## config.mk

```make
export PLATFORM = sky130hd
export DESIGN_NAME = timing_instr_fifo
export DESIGN_NICKNAME = d
export VERILOG_FILES = /design/src/rtl/timing_instr_fifo.sv
export SDC_FILE = /design/constraint.sdc
export NUM_CORES = 1
export LEC_CHECK = 0
export CAP_MARGIN = 25
export CORE_MARGIN = 3
export CORE_UTILIZATION = 48
export CTS_BUF_LIST = sky130_fd_sc_hd__clkbuf_4 sky130_fd_sc_hd__clkbuf_8
export DETAILED_ROUTE_END_ITERATION = 12
export HOLD_SLACK_MARGIN = 0.1
export PLACE_DENSITY = 0.74
export SYNTH_ARGS = -nofsm -noshare
export SYNTH_HDL_FRONTEND = slang
export SYNTH_SLANG_ARGS = --single-unit
```

## constraint.sdc

```tcl
create_clock -name clk -period 8.3 [get_ports clk]
set_input_delay 2.49 -clock clk [delete_from_list [all_inputs] [get_ports clk]]
set_output_delay 2.49 -clock clk [all_outputs]
set_load 0.02 [all_outputs]
```

## src/rtl/timing_instr_fifo.sv

```systemverilog
// First-word-fall-through instruction queue feeding the timing control unit.
// Head entry, level and flags are all registered so the consumer sees clean outputs.
module timing_instr_fifo #(
   parameter int DEPTH  = 16,
   parameter int ADDR_W = 4
) (
   input  logic              clk,
   input  logic              rst,
   input  logic              flush,
   input  logic              we,
   input  logic [7:0]        wdata,
   output logic              full,
   input  logic              re,
   output logic [7:0]        pop,
   output logic              fifo_empty,
   output logic [ADDR_W:0]   level,
   output logic              overflow,
   input  logic              clr_ovf
);

   logic [7:0]      mem_q [DEPTH];
   logic [ADDR_W:0] wr_ptr_q, wr_ptr_d;
   logic [ADDR_W:0] rd_ptr_q, rd_ptr_d;
   logic [ADDR_W:0] level_q, level_d;
   logic [7:0]      pop_q, pop_d;
   logic            full_q, full_d;
   logic            empty_q, empty_d;
   logic            ovf_q, ovf_d;
   logic            wr_en, rd_en;

   always_comb begin
      wr_en    = we && !full_q && !flush;
      rd_en    = re && !empty_q && !flush;
      wr_ptr_d = wr_ptr_q;
      rd_ptr_d = rd_ptr_q;
      if (flush) begin
         wr_ptr_d = '0;
         rd_ptr_d = '0;
      end else begin
         if (wr_en) wr_ptr_d = wr_ptr_q + 1'b1;
         if (rd_en) rd_ptr_d = rd_ptr_q + 1'b1;
      end

      level_d = wr_ptr_d - rd_ptr_d;
      empty_d = (wr_ptr_d == rd_ptr_d);
      full_d  = ((wr_ptr_d ^ rd_ptr_d) == {1'b1, {ADDR_W{1'b0}}});

      // When the next head is the slot being written this cycle, bypass the array.
      pop_d = 8'h00;
      if (!empty_d) begin
         if (wr_en && (wr_ptr_q == rd_ptr_d))
            pop_d = wdata;
         else
            pop_d = mem_q[rd_ptr_d[ADDR_W-1:0]];
      end

      ovf_d = ovf_q;
      if (we && full_q && !flush)
         ovf_d = 1'b1;
      else if (clr_ovf)
         ovf_d = 1'b0;
   end

   always_ff @(posedge clk) begin
      if (rst) begin
         wr_ptr_q <= '0;
         rd_ptr_q <= '0;
         level_q  <= '0;
         pop_q    <= 8'h00;
         full_q   <= 1'b0;
         empty_q  <= 1'b1;
         ovf_q    <= 1'b0;
      end else begin
         wr_ptr_q <= wr_ptr_d;
         rd_ptr_q <= rd_ptr_d;
         level_q  <= level_d;
         pop_q    <= pop_d;
         full_q   <= full_d;
         empty_q  <= empty_d;
         ovf_q    <= ovf_d;
      end
   end

   // Storage contents are don't-care after reset, so the array carries no reset.
   always_ff @(posedge clk) begin
      if (wr_en && !rst)
         mem_q[wr_ptr_q[ADDR_W-1:0]] <= wdata;
   end

   assign full       = full_q;
   assign fifo_empty = empty_q;
   assign level      = level_q;
   assign pop        = pop_q;
   assign overflow   = ovf_q;

endmodule

```

==> results.cfg <==
[logic_synthesis]
synthArstFlopShare = 0
synth_top_area_share = 0.607
syn_avg_cell_area_um2 = 16.4
ys.flop_type = edfxtp_1
ys_types = 49
synth_area_mm2 = 0.00634
synth.top_cells.by_area = edfxtp_1 (61%), mux4_2 (11%), dfxtp_1 (8.2%)
ys_warn_count = 0
yosys.area.top_type = edfxtp_1
ys_seq_area_frac = 0.689
synth_fp_nets = 410
syn_inst = 386
synth_seq_cells = 154
synth_edf_count = 128

[global_routing]
grt_overflow = 0
grt_max_degree = 35
grtUsageTotal = 0.195
grt_antenna_before_repair = 0
grt_pass1_wl_um = 20800
grt_pass1_vias = 3681

[sta]
fmax_mhz = 181
slew_violations = 0
final.setup_skew_ps = 10.5
setup_viol = 0
rsz0062_at_grt = false
fin_crit_ps = 5530
finalHoldViolations = 0
fin_ws_ps = 2770
slew_headroom = 0.340
worstMarginPinSlew_ps = 990
tns_ps = 0
timing.final.crit_share = 0.666

[route]
dr_total_vias = 3528
drt-total-wl_um = 13100
drt-pass1-iter-count = 5
wl_met1_um = 5620
via_per_inst = 5.79
drcViolationCount = 0
top_layer = met4
wl_met3_um = 743
wl_met2_um = 6410
drt_iter0_markers = 427
detail_route.wl_per_cell_um = 21.5
ant_nets = 0

[placement]
pre_cts_slack_ps = 1840
place_hpwl_um = 8520
numPortBuffers = 29
gp_congestion = 0.901

[cts]
root_buffer = clkbuf_8
cts_tree = built
cts.sinks = 154
numCtsBuffers = 17
htreeDepth = 4
postCtsHoldBufs = 0
clock_latency_ps = 450
cts_buffer_depth = 2
cts_resized = 0
clk_pin_slew_worst_paths_ps = 80
post_cts_buffers = 0

[power]
switchingPower_mw = 0.328
p_int_mw = 1.17
power_density_mw_per_mm2 = 207
comb_power_share = 0.051
peakVddDrop_mv = 0.0952
power_frac_seq = 0.563
power.leakage_nw = 2.29
p_sw_frac = 0.219
clockPowerShare = 0.386

[setup_path]
critPathCaptureType = register
crit_type = input pin to register
crit_chain = clkdlybuf4s50_1, nor2_1, mux2_2, inv_1, xnor2_1, a2111o_1, or2_1, a2111oi_1
cp_max_fo = 20
cp.arrival_ps = 5840
cp_slowest_cell = clkdlybuf4s50_1
worst-endpoint-required_ps = 8620
cp-start-kind = input pin
slowest_delay_ps = 900

[die]
die_w_um = 121
core-area_mm2 = 0.0128
die_h_um = 121
io_pins = 30
initial_core_util = 0.496
rows = 41
die_area_mm2 = 0.0146

[final_layout]
syn2layout_area_growth_pct = 14.4
ff_latch_area_mm2 = 0.00436
multi_input_area_mm2 = 0.00184
diodes = 0
drive_gt1_frac = 0.188
final_nets = 449
n_fill_cell = 923

[job]
cap_viol_max_count = 0

[status]
status = finished, final reports clean

[hold_path]
min-delay-path-class = register to register
[layout make-up]
type                            count  area share
Clock buffer                       17      0.0323
Multi-Input combinational cell    203       0.254
Sequential cell                   154       0.602
Timing Repair Buffer               39      0.0528
Clock inverter                     14      0.0236
Inverter                           10     0.00552
Tap cell                          172      0.0297
[cells in the mapped netlist, types with 2 or more instances]
library cell / number
nand3b_1: 3
buf_1: 4
xnor2_1: 6
ha_1: 9
a21oi_1: 4
edfxtp_1: 128
mux4_2: 32
and4_1: 8
mux2_2: 2
nand2b_1: 2
buf_2: 6
nand4_1: 3
inv_1: 9
or2_2: 2
nor3_1: 20
clkbuf_1: 5
buf_6: 2
a2111oi_1: 7
nor2_1: 33
nor2b_1: 5
nand3_1: 25
buf_4: 2
nand2_1: 15
a21o_1: 2
dfxtp_1: 26
xor2_1: 3
[kinds of logic (layout without fill, tap and decap cells)]
group	count (synthesis)	after routing	share of synthesized area
flops	154	154	0.689
simple gates	123	123	0.100
mux	35	35	0.119
buf+inv	29	80	0.0223
compound gates	26	26	0.0359
fa+ha+maj	10	10	0.0209
xor+xnor	9	9	0.0124
[final timing paths]
| kind | cells after the start | start | slack [ps] | endpoint |
|---|---|---|---|---|
| setup reg to reg | 8 | rd_ptr_q[0]$_SDFF_PP0_ | 5030 | pop[3]$_SDFF_PP0_ |
| hold reg to reg | 2 | overflow$_SDFFE_PP0P_ | 500 | overflow$_SDFFE_PP0P_ |
| setup / recovery | 8 | flush | 2770 | pop[3]$_SDFF_PP0_ |
| hold / removal | 2 | overflow$_SDFFE_PP0P_ | 500 | overflow$_SDFFE_PP0P_ |
[sequential cells by signal, indices dropped and copies added, names as in the netlist]
register    cells
pop             8
overflow        1
full            1
rd_ptr_q        5
fifo_empty      1
wr_ptr_q        5
mem_q         128
level           5
[per-stage QoR]
step / hold slack [ps] / instances / util / power, mW / instance area (µm²)
floorplan: 595 / 386 / - / 0.901 / 6340
global placement: 480 / 573 / 0.531 / 0.933 / 6790
detailed placement: 489 / 575 / 0.532 / 0.936 / 6800
CTS: 512 / 606 / 0.564 / 1.51 / 7210
global route: 550 / 609 / 0.567 / 1.55 / 7250
finish: 502 / 609 / 0.567 / 1.50 / 7250
[cells in the final DEF (no fill, tap or decap), drive strengths merged, types with 3 or more instances in the layout]
master         Yosys  routed
a21oi              5       5
nand2             15      15
nand3b             3       3
mux4              32      32
ha                 9       9
inv               10      14
xor2               3       3
buf               14       8
edfxtp           128     128
nand3             25      25
and4               8       8
bufinv             0       3
clkinv             0       4
a2111oi            8       8
xnor2              6       6
nor2              33      33
dfxtp             26      26
clkdlybuf4s50      0      29
nor2b              5       5
nor3              20      20
clkinvlp           0       3
nand2b             3       3
nand4              3       3
or2                3       3
clkbuf             5      19
[worst max-delay path: cells and delay by family]
family,cells,cell delay [ps]
simple gates,2,500
mux,1,370
compound gates,2,970
buf+inv,2,1390
xor+xnor,1,120
[power by group through the flow]
stage | Sequential, mW | Clock (mW) | Combinational [mW]
2_1_floorplan | 0.865 | 0 | 0.0358
3_3_place_gp | 0.862 | 0 | 0.0717
3_5_place_dp | 0.862 | 0 | 0.0742
4_1_cts | 0.844 | 0.587 | 0.0744
5_1_grt | 0.844 | 0.628 | 0.0824
6_report | 0.844 | 0.578 | 0.0771
[per-layer routing]
metal | GRT usage | vias to the layer above
met4 | 0.0857 | 0
met2 | 0.303 | 123
met5 | 0 | -
met3 | 0.0420 | 22
li1 | - | 1589
met1 | 0.267 | 1794
No activity file was read; power rests on OpenSTA's default activity.
